--- src/rtl/clint_irq_ctrl.sv ---
// Machine-mode interrupt source: 64-bit mtime/mtimecmp timer, software
// interrupt bit and edge-latched external line behind a word-addressed
// register bus. Arbitrates pending sources into a held interrupt request
// with a frozen mcause value and follows the trap through trap_taken/mret.
//
// state      | meaning
// -----------+-----------------------------------------------------------
// ST_IDLE    | no request outstanding; raise one when MIE and any eligible
// ST_REQ     | interrupt_o held high with irq_cause_o frozen until trap_taken
// ST_SERVICE | handler running; no new request until mret returns to IDLE
module clint_irq_ctrl #(
    parameter int unsigned TIMER_DIV = 1
) (
    input  logic        clk_i,
    input  logic        rst_i,          // active-low, synchronous
    input  logic        req_valid_i,
    input  logic        req_we_i,
    input  logic [3:0]  req_addr_i,
    input  logic [31:0] req_wdata_i,
    output logic        req_ready_o,
    output logic        resp_valid_o,
    output logic [31:0] resp_rdata_o,
    input  logic        ext_irq_in_i,
    input  logic        mie_global_i,
    input  logic        trap_taken_i,
    input  logic        mret_i,
    output logic        interrupt_o,
    output logic [31:0] irq_cause_o
);

    localparam int unsigned PW = (TIMER_DIV > 1) ? $clog2(TIMER_DIV) : 1;
    localparam logic [PW-1:0] PRESC_MAX = PW'(TIMER_DIV - 1);

    localparam logic [3:0] ADDR_MTIME_LO    = 4'd0;
    localparam logic [3:0] ADDR_MTIME_HI    = 4'd1;
    localparam logic [3:0] ADDR_MTIMECMP_LO = 4'd2;
    localparam logic [3:0] ADDR_MTIMECMP_HI = 4'd3;
    localparam logic [3:0] ADDR_MSIP        = 4'd4;
    localparam logic [3:0] ADDR_IE          = 4'd5;
    localparam logic [3:0] ADDR_IP          = 4'd6;
    localparam logic [3:0] ADDR_EXT_CLAIM   = 4'd7;

    localparam logic [31:0] CAUSE_SW    = 32'h8000_0003;
    localparam logic [31:0] CAUSE_TIMER = 32'h8000_0007;
    localparam logic [31:0] CAUSE_EXT   = 32'h8000_000B;

    typedef enum logic [1:0] {
        ST_IDLE    = 2'd0,
        ST_REQ     = 2'd1,
        ST_SERVICE = 2'd2
    } state_t;

    // Registers
    logic [63:0]   mtime_q, mtime_d;
    logic [PW-1:0] presc_q, presc_d;
    logic [63:0]   mtimecmp_q;
    logic          msip_q;
    logic [2:0]    ie_q;
    logic          ext_pending_q;
    logic          sync1_q, sync2_q, sync3_q;
    logic          req_ready_q;
    logic          resp_valid_q;
    logic [31:0]   resp_rdata_q;
    state_t        state_q;
    logic          interrupt_q;
    logic [31:0]   irq_cause_q;

    // Decoded bus strobes and derived status
    logic        wr_en, rd_en;
    logic        wr_mtime_lo, wr_mtime_hi, wr_mtime;
    logic        wr_cmp_lo, wr_cmp_hi, wr_msip, wr_ie;
    logic        claim_rd;
    logic        tick;
    logic        ext_rise;
    logic        mtip;
    logic [2:0]  pending;
    logic [2:0]  eligible;
    logic [31:0] win_cause;
    logic [31:0] rdata;

    assign wr_en       = req_valid_i & req_we_i;
    assign rd_en       = req_valid_i & ~req_we_i;
    assign wr_mtime_lo = wr_en && (req_addr_i == ADDR_MTIME_LO);
    assign wr_mtime_hi = wr_en && (req_addr_i == ADDR_MTIME_HI);
    assign wr_mtime    = wr_mtime_lo | wr_mtime_hi;
    assign wr_cmp_lo   = wr_en && (req_addr_i == ADDR_MTIMECMP_LO);
    assign wr_cmp_hi   = wr_en && (req_addr_i == ADDR_MTIMECMP_HI);
    assign wr_msip     = wr_en && (req_addr_i == ADDR_MSIP);
    assign wr_ie       = wr_en && (req_addr_i == ADDR_IE);
    assign claim_rd    = rd_en && (req_addr_i == ADDR_EXT_CLAIM);

    assign tick     = (presc_q == PRESC_MAX);
    assign ext_rise = sync2_q & ~sync3_q;
    assign mtip     = (mtime_q >= mtimecmp_q);
    assign pending  = {ext_pending_q, mtip, msip_q};
    assign eligible = pending & ie_q;

    // Winning source cause: ext > SW > timer
    always_comb begin
        win_cause = 32'h0;
        if (eligible[2]) begin
            win_cause = CAUSE_EXT;
        end else if (eligible[0]) begin
            win_cause = CAUSE_SW;
        end else if (eligible[1]) begin
            win_cause = CAUSE_TIMER;
        end
    end

    // Read data mux; a claim racing a new edge still reports the edge
    always_comb begin
        rdata = 32'h0;
        case (req_addr_i)
            ADDR_MTIME_LO:    rdata = mtime_q[31:0];
            ADDR_MTIME_HI:    rdata = mtime_q[63:32];
            ADDR_MTIMECMP_LO: rdata = mtimecmp_q[31:0];
            ADDR_MTIMECMP_HI: rdata = mtimecmp_q[63:32];
            ADDR_MSIP:        rdata = {31'h0, msip_q};
            ADDR_IE:          rdata = {29'h0, ie_q};
            ADDR_IP:          rdata = {29'h0, pending};
            ADDR_EXT_CLAIM:   rdata = {31'h0, ext_pending_q | ext_rise};
            default:          rdata = 32'h0;
        endcase
    end

    // Timer next state: a software write to mtime beats the increment
    always_comb begin
        mtime_d = mtime_q;
        presc_d = presc_q;
        if (wr_mtime) begin
            presc_d = '0;
            if (wr_mtime_lo) begin
                mtime_d[31:0] = req_wdata_i;
            end else begin
                mtime_d[63:32] = req_wdata_i;
            end
        end else if (tick) begin
            presc_d = '0;
            mtime_d = mtime_q + 64'd1;
        end else begin
            presc_d = presc_q + PW'(1);
        end
    end

    // Timer registers
    always_ff @(posedge clk_i) begin
        if (!rst_i) begin
            mtime_q <= 64'h0;
            presc_q <= '0;
        end else begin
            mtime_q <= mtime_d;
            presc_q <= presc_d;
        end
    end

    // Software-visible configuration registers
    always_ff @(posedge clk_i) begin
        if (!rst_i) begin
            mtimecmp_q <= 64'hFFFF_FFFF_FFFF_FFFF;
            msip_q     <= 1'b0;
            ie_q       <= 3'b000;
        end else begin
            if (wr_cmp_lo) begin
                mtimecmp_q[31:0] <= req_wdata_i;
            end
            if (wr_cmp_hi) begin
                mtimecmp_q[63:32] <= req_wdata_i;
            end
            if (wr_msip) begin
                msip_q <= req_wdata_i[0];
            end
            if (wr_ie) begin
                ie_q <= req_wdata_i[2:0];
            end
        end
    end

    // External line synchronizer plus previous-value flop for edge detect
    always_ff @(posedge clk_i) begin
        if (!rst_i) begin
            sync1_q <= 1'b0;
            sync2_q <= 1'b0;
            sync3_q <= 1'b0;
        end else begin
            sync1_q <= ext_irq_in_i;
            sync2_q <= sync1_q;
            sync3_q <= sync2_q;
        end
    end

    // External pending latch; a fresh edge outranks a claim
    always_ff @(posedge clk_i) begin
        if (!rst_i) begin
            ext_pending_q <= 1'b0;
        end else if (ext_rise) begin
            ext_pending_q <= 1'b1;
        end else if (claim_rd) begin
            ext_pending_q <= 1'b0;
        end
    end

    // Bus response: one-cycle pulse, write responses carry zero data
    always_ff @(posedge clk_i) begin
        if (!rst_i) begin
            req_ready_q  <= 1'b0;
            resp_valid_q <= 1'b0;
            resp_rdata_q <= 32'h0;
        end else begin
            req_ready_q  <= 1'b1;
            resp_valid_q <= req_valid_i;
            resp_rdata_q <= rd_en ? rdata : 32'h0;
        end
    end

    // Request/service state machine with registered interrupt and cause
    always_ff @(posedge clk_i) begin
        if (!rst_i) begin
            state_q     <= ST_IDLE;
            interrupt_q <= 1'b0;
            irq_cause_q <= 32'h0;
        end else begin
            case (state_q)
                ST_IDLE: begin
                    if (mie_global_i && (eligible != 3'b000)) begin
                        state_q     <= ST_REQ;
                        interrupt_q <= 1'b1;
                        irq_cause_q <= win_cause;
                    end
                end
                ST_REQ: begin
                    if (trap_taken_i) begin
                        state_q     <= ST_SERVICE;
                        interrupt_q <= 1'b0;
                    end
                end
                ST_SERVICE: begin
                    if (mret_i) begin
                        state_q <= ST_IDLE;
                    end
                end
                default: begin
                    state_q     <= ST_IDLE;
                    interrupt_q <= 1'b0;
                end
            endcase
        end
    end

    assign req_ready_o  = req_ready_q;
    assign resp_valid_o = resp_valid_q;
    assign resp_rdata_o = resp_rdata_q;
    assign interrupt_o  = interrupt_q;
    assign irq_cause_o  = irq_cause_q;

endmodule
--- config.mk ---
export PLATFORM = sky130hd
export DESIGN_NAME = clint_irq_ctrl
export DESIGN_NICKNAME = d
export VERILOG_FILES = /design/src/rtl/clint_irq_ctrl.sv
export SDC_FILE = /design/constraint.sdc
export NUM_CORES = 1
export LEC_CHECK = 0
export BUFFER_PORTS_ARGS = -buffer_cell sky130_fd_sc_hd__buf_2
export CORE_ASPECT_RATIO = 0.9
export CORE_MARGIN = 2
export CORE_UTILIZATION = 35
export DETAILED_ROUTE_END_ITERATION = 8
export PLACE_DENSITY = 0.5
export SLEW_MARGIN = 20
export SYNTH_ARGS = -nofsm -noshare
export SYNTH_HDL_FRONTEND = slang
export SYNTH_SLANG_ARGS = --single-unit
--- constraint.sdc ---
create_clock -name clk_i -period 3 [get_ports clk_i]
set_input_delay 0.45 -clock clk_i [delete_from_list [all_inputs] [get_ports clk_i]]
set_output_delay 0.45 -clock clk_i [all_outputs]
set_load 0.02 [all_outputs]
==> summary.md <==
| Metric | Value |
|---|---|
| Status | finished clean |
| Worst VDD drop | 392 µV |
| Row cnt | 59 |
| Skew-Pair Late Insertion Delay | between 0.4 and 0.5 ns |
| Post-synth ARST share | 0% |
| Via-per-instance ratio | 5.48 |
| Max_cap viols | 0 |
| Reg2reg path depth | 9 |
| DIE HEIGHT | ~170 µm |
| Commonest non-fill, non-tap cells in the layout | nand2_1, dfxtp_1, nor2_1, o21ai_0, a21oi_1 |
| Hold_buf cts | 0 |
| RSZ-0062 raised after global routing | no |
| Die W | between 150 and 200 µm |
| Max Slew Vio Count | 0 |
| Worst path slowest cell | or4_1 |
| Num CTS Buffers | 17 |
| PwrDens | 447 nW/µm² |
| Initial antenna violation count | 0 |
| Initial DRC count | between 900 and 1,000 |
| Hold Crit Start | ext_irq_in_i |
| Reg2Reg Launch Point | mtimecmp_q[33]$_SDFFE_PN1P_ |
| Pre-Repair DR Iteration Count | 5 |
| Clock transition at path regs | approximately 0.080 ns |
| Vias in the first global route | between 9,000 and 10,000 |
| Synth top area cells | dfxtp_1, ha_1, nand2_1 |
| Top-area cell type share of the netlist area | between 30% and 40% |
| Pint | about 4000 µW |
| Critical Path Source Type | flop |
| Type of the worst setup path | reg2reg |
| Logic gate share of total power | about 9% |
| Non-Filler Instances | 1,807 |
| Share of cells above drive strength 1 | roughly 15% |
| DRC violations left | 0 |
| Setup crit end kind | flop |
| Antenna Nets Post-Route | 0 |
| P_leak | between 0.005 and 0.006 µW |
| Setup Buffers After CTS | 0 |
| Total core area | approximately 29,000 µm² |
| Total die area | between 30,000 and 40,000 µm² |
| Final setup fails | 0 |
| Routability cong. | 0.846 |
| Setup TNS Final | 0 ns |
| Vias | just under 10,000 |
| WP data required | around 3.4 ns |
| Final wirelength | ~35 mm |
| CP Buf/Inv Count | 1 |
| Fin Clk Skew | approximately 0.013 ns |
| Yosys top cell by area | dfxtp_1 |
| Design Power | between 5000 and 6000 µW |
| P_sw | between 1000 and 1500 µW |
| Worst Hold Endpoint | sync1_q$_SDFF_PN0_ |
| Hold depth | 2 |
| EDFF count, synth | 0 |
| Worst R2R Setup Slack | roughly 0.22 ns |
| CP Depth | 9 |
| First-pass GRT wire length | 54.6 mm |
| Post-DP Area | 11,400 µm² |
| WL/cell | slightly below 20 µm |
| Starting density of the core | approximately 36% |
| H-tree depth | 4 |
| Design area | 12,000 µm² |
| Crit path DAT | 3.15 ns |
| Post-CTS Resized | 0 |
| Clock power frac | a little under half |
| IO buf count | slightly above 80 |
| CTS Buffer Depth | 2 |
| Yosys warns | 0 |
| Total gr overflow | 0 |
| Synth cell types | 68 |
| Crit-path cells | inv_1, ha_1, a21oi_1, o21ai_0, a221oi_2, o221ai_1, or3_1, or4_1, a21oi_1 |
| Slew HR | a little under half |
| Layout Area Growth over Synthesis | 16.6% |
| Crit path max-delay family | compound AO/OA/AOI/OAI gates |
| Nets | 1,506 |
| F_max | ~360 MHz |
| IO Pins | 111 |
| Synth Flop Type | dfxtp_1 |
| Final Hold Vio Count | 0 |
| Critical path fanouts, max | 3 |
| Hpwl dp | between 20 and 25 mm |
| CP peak stage delay | between 0.5 and 0.6 ns |
| Worst-Margin Slew | 0.794 ns |
| Placed insts | ~1,800 |
| Synth Register Bits | 177 |
| Sequential area share after synthesis | between 30 and 40% |
| CTS Sinks | 177 |
| CTS tree | yes |
| Post-synthesis area per instance | slightly below 8 µm² |
| Min Tclk post-route | around 2.8 ns |
| Cells after Synth | between 1,000 and 1,500 |
| Synthesized area | 10,300 µm² |
| CTS root buf | clkbuf_16 |
| CP most frequent cell | a21oi_1 |
| Total Routing Usage GR | approximately 23% |
| Switching share of power | 26.1% |
| Period utilization | a little over 90% |
| R2R Path End | irq_cause_o[3]$_SDFFE_PN0P_ |
| Reg power frac | ~45% |
| Largest net degree at the start of global routing | between 100 and 150 |
| Worst min path class | in2reg |
worst max-delay path by stage:
stage	from	slack [ns]	endpoint
CTS	mtime_q[0]$_SDFFE_PN0P_	0.10	irq_cause_o[3]$_SDFFE_PN0P_
global route	mtimecmp_q[33]$_SDFFE_PN1P_	0.002	irq_cause_o[3]$_SDFFE_PN0P_
detailed placement	mtime_q[0]$_SDFFE_PN0P_	0.15	irq_cause_o[3]$_SDFFE_PN0P_
floorplan	mtimecmp_q[62]$_SDFFE_PN1P_	0.66	irq_cause_o[3]$_SDFFE_PN0P_
global placement	mtime_q[0]$_SDFFE_PN0P_	0.17	irq_cause_o[3]$_SDFFE_PN0P_
finish	mtimecmp_q[33]$_SDFFE_PN1P_	0.22	irq_cause_o[3]$_SDFFE_PN0P_
logic make-up (layout without fill, tap and decap cells):
family,Yosys count,in the layout,synth area share (%)
other cells,1,29,0.0364
flops,177,177,34.3
simple gates,454,454,21.0
buf+inv,187,258,7.98
mux,39,39,3.92
fa+ha+maj,65,65,7.88
compound gates,389,389,24.8
flip-flops by register name (all words and copies together) (netlist names):
signal,count
ie_q,3
req_ready_o,1
irq_cause_o,3
presc_q,1
sync3_q,1
mtimecmp_q,64
sync2_q,1
interrupt_o,1
resp_rdata_o,32
msip_q,1
ext_pending_q,1
mtime_q,64
state_q,2
resp_valid_o,1
sync1_q,1
layer usage:
| metal | up-vias | global-route usage (%) | part of all wire [%] |
|---|---|---|---|
| met1 | 4740 | 32.5 | 49 |
| met2 | 248 | 35.5 | 45 |
| met4 | 0 | 6.04 | 1.7 |
| met3 | 32 | 3.43 | 4.3 |
| met5 | - | 0 | 0 |
| li1 | 4885 | - | - |
Yosys cell counts (11+ instances only):
library cell	instances
ha_1	65
inv_1	71
nand3_1	23
nand2_1	177
nand4_1	28
a21oi_1	85
and4_1	17
and3_1	16
o211ai_1	74
a22oi_1	37
a211oi_1	11
and2_1	13
dfxtp_1	177
nor3_1	20
o21ai_0	89
nor2_1	120
a31oi_1	11
o21a_1	11
clkbuf_1	69
mux2i_1	37
buf_4	30
power by group through the flow:
stage               Combinational [µW]  Clock, µW  Sequential [µW]
floorplan                          296          0             2460
global placement                   465          0             2470
detailed placement                 465          0             2470
CTS                                467       2540             2410
global route                       514       2640             2420
finish                             471       2490             2410
worst reg2reg max path: stages, from the launching register on:
cell and delay (ns):
dfxtp_1 0.34, inv_1 0.06, ha_1 0.28, a21oi_1 0.17, o21ai_0 0.15, a221oi_2 0.42, o221ai_1 0.21, or3_1 0.44
or4_1 0.51, a21oi_1 0.13
layout make-up:
type	instances	area, µm²
repair buffers	155	1010
fillers	3020	16900
clock buffers	20	457
multi-input cells	975	6080
well taps	396	495
inverters	71	267
diodes	1	2.50
clock inverters	12	180
flip-flops and latches	177	3540
metrics by stage:
step | setup slack [ns] | hold slack (ns) | util (%)
finish | 0.222 | 0.222 | 41.6
global route | 0.00244 | 0.208 | 41.6
CTS | 0.104 | 0.209 | 41.5
detailed placement | 0.146 | 0.420 | 39.3
global placement | 0.168 | 0.427 | 39.3
floorplan | 0.661 | 0.412 | -
(Power assumes the default switching activity.)
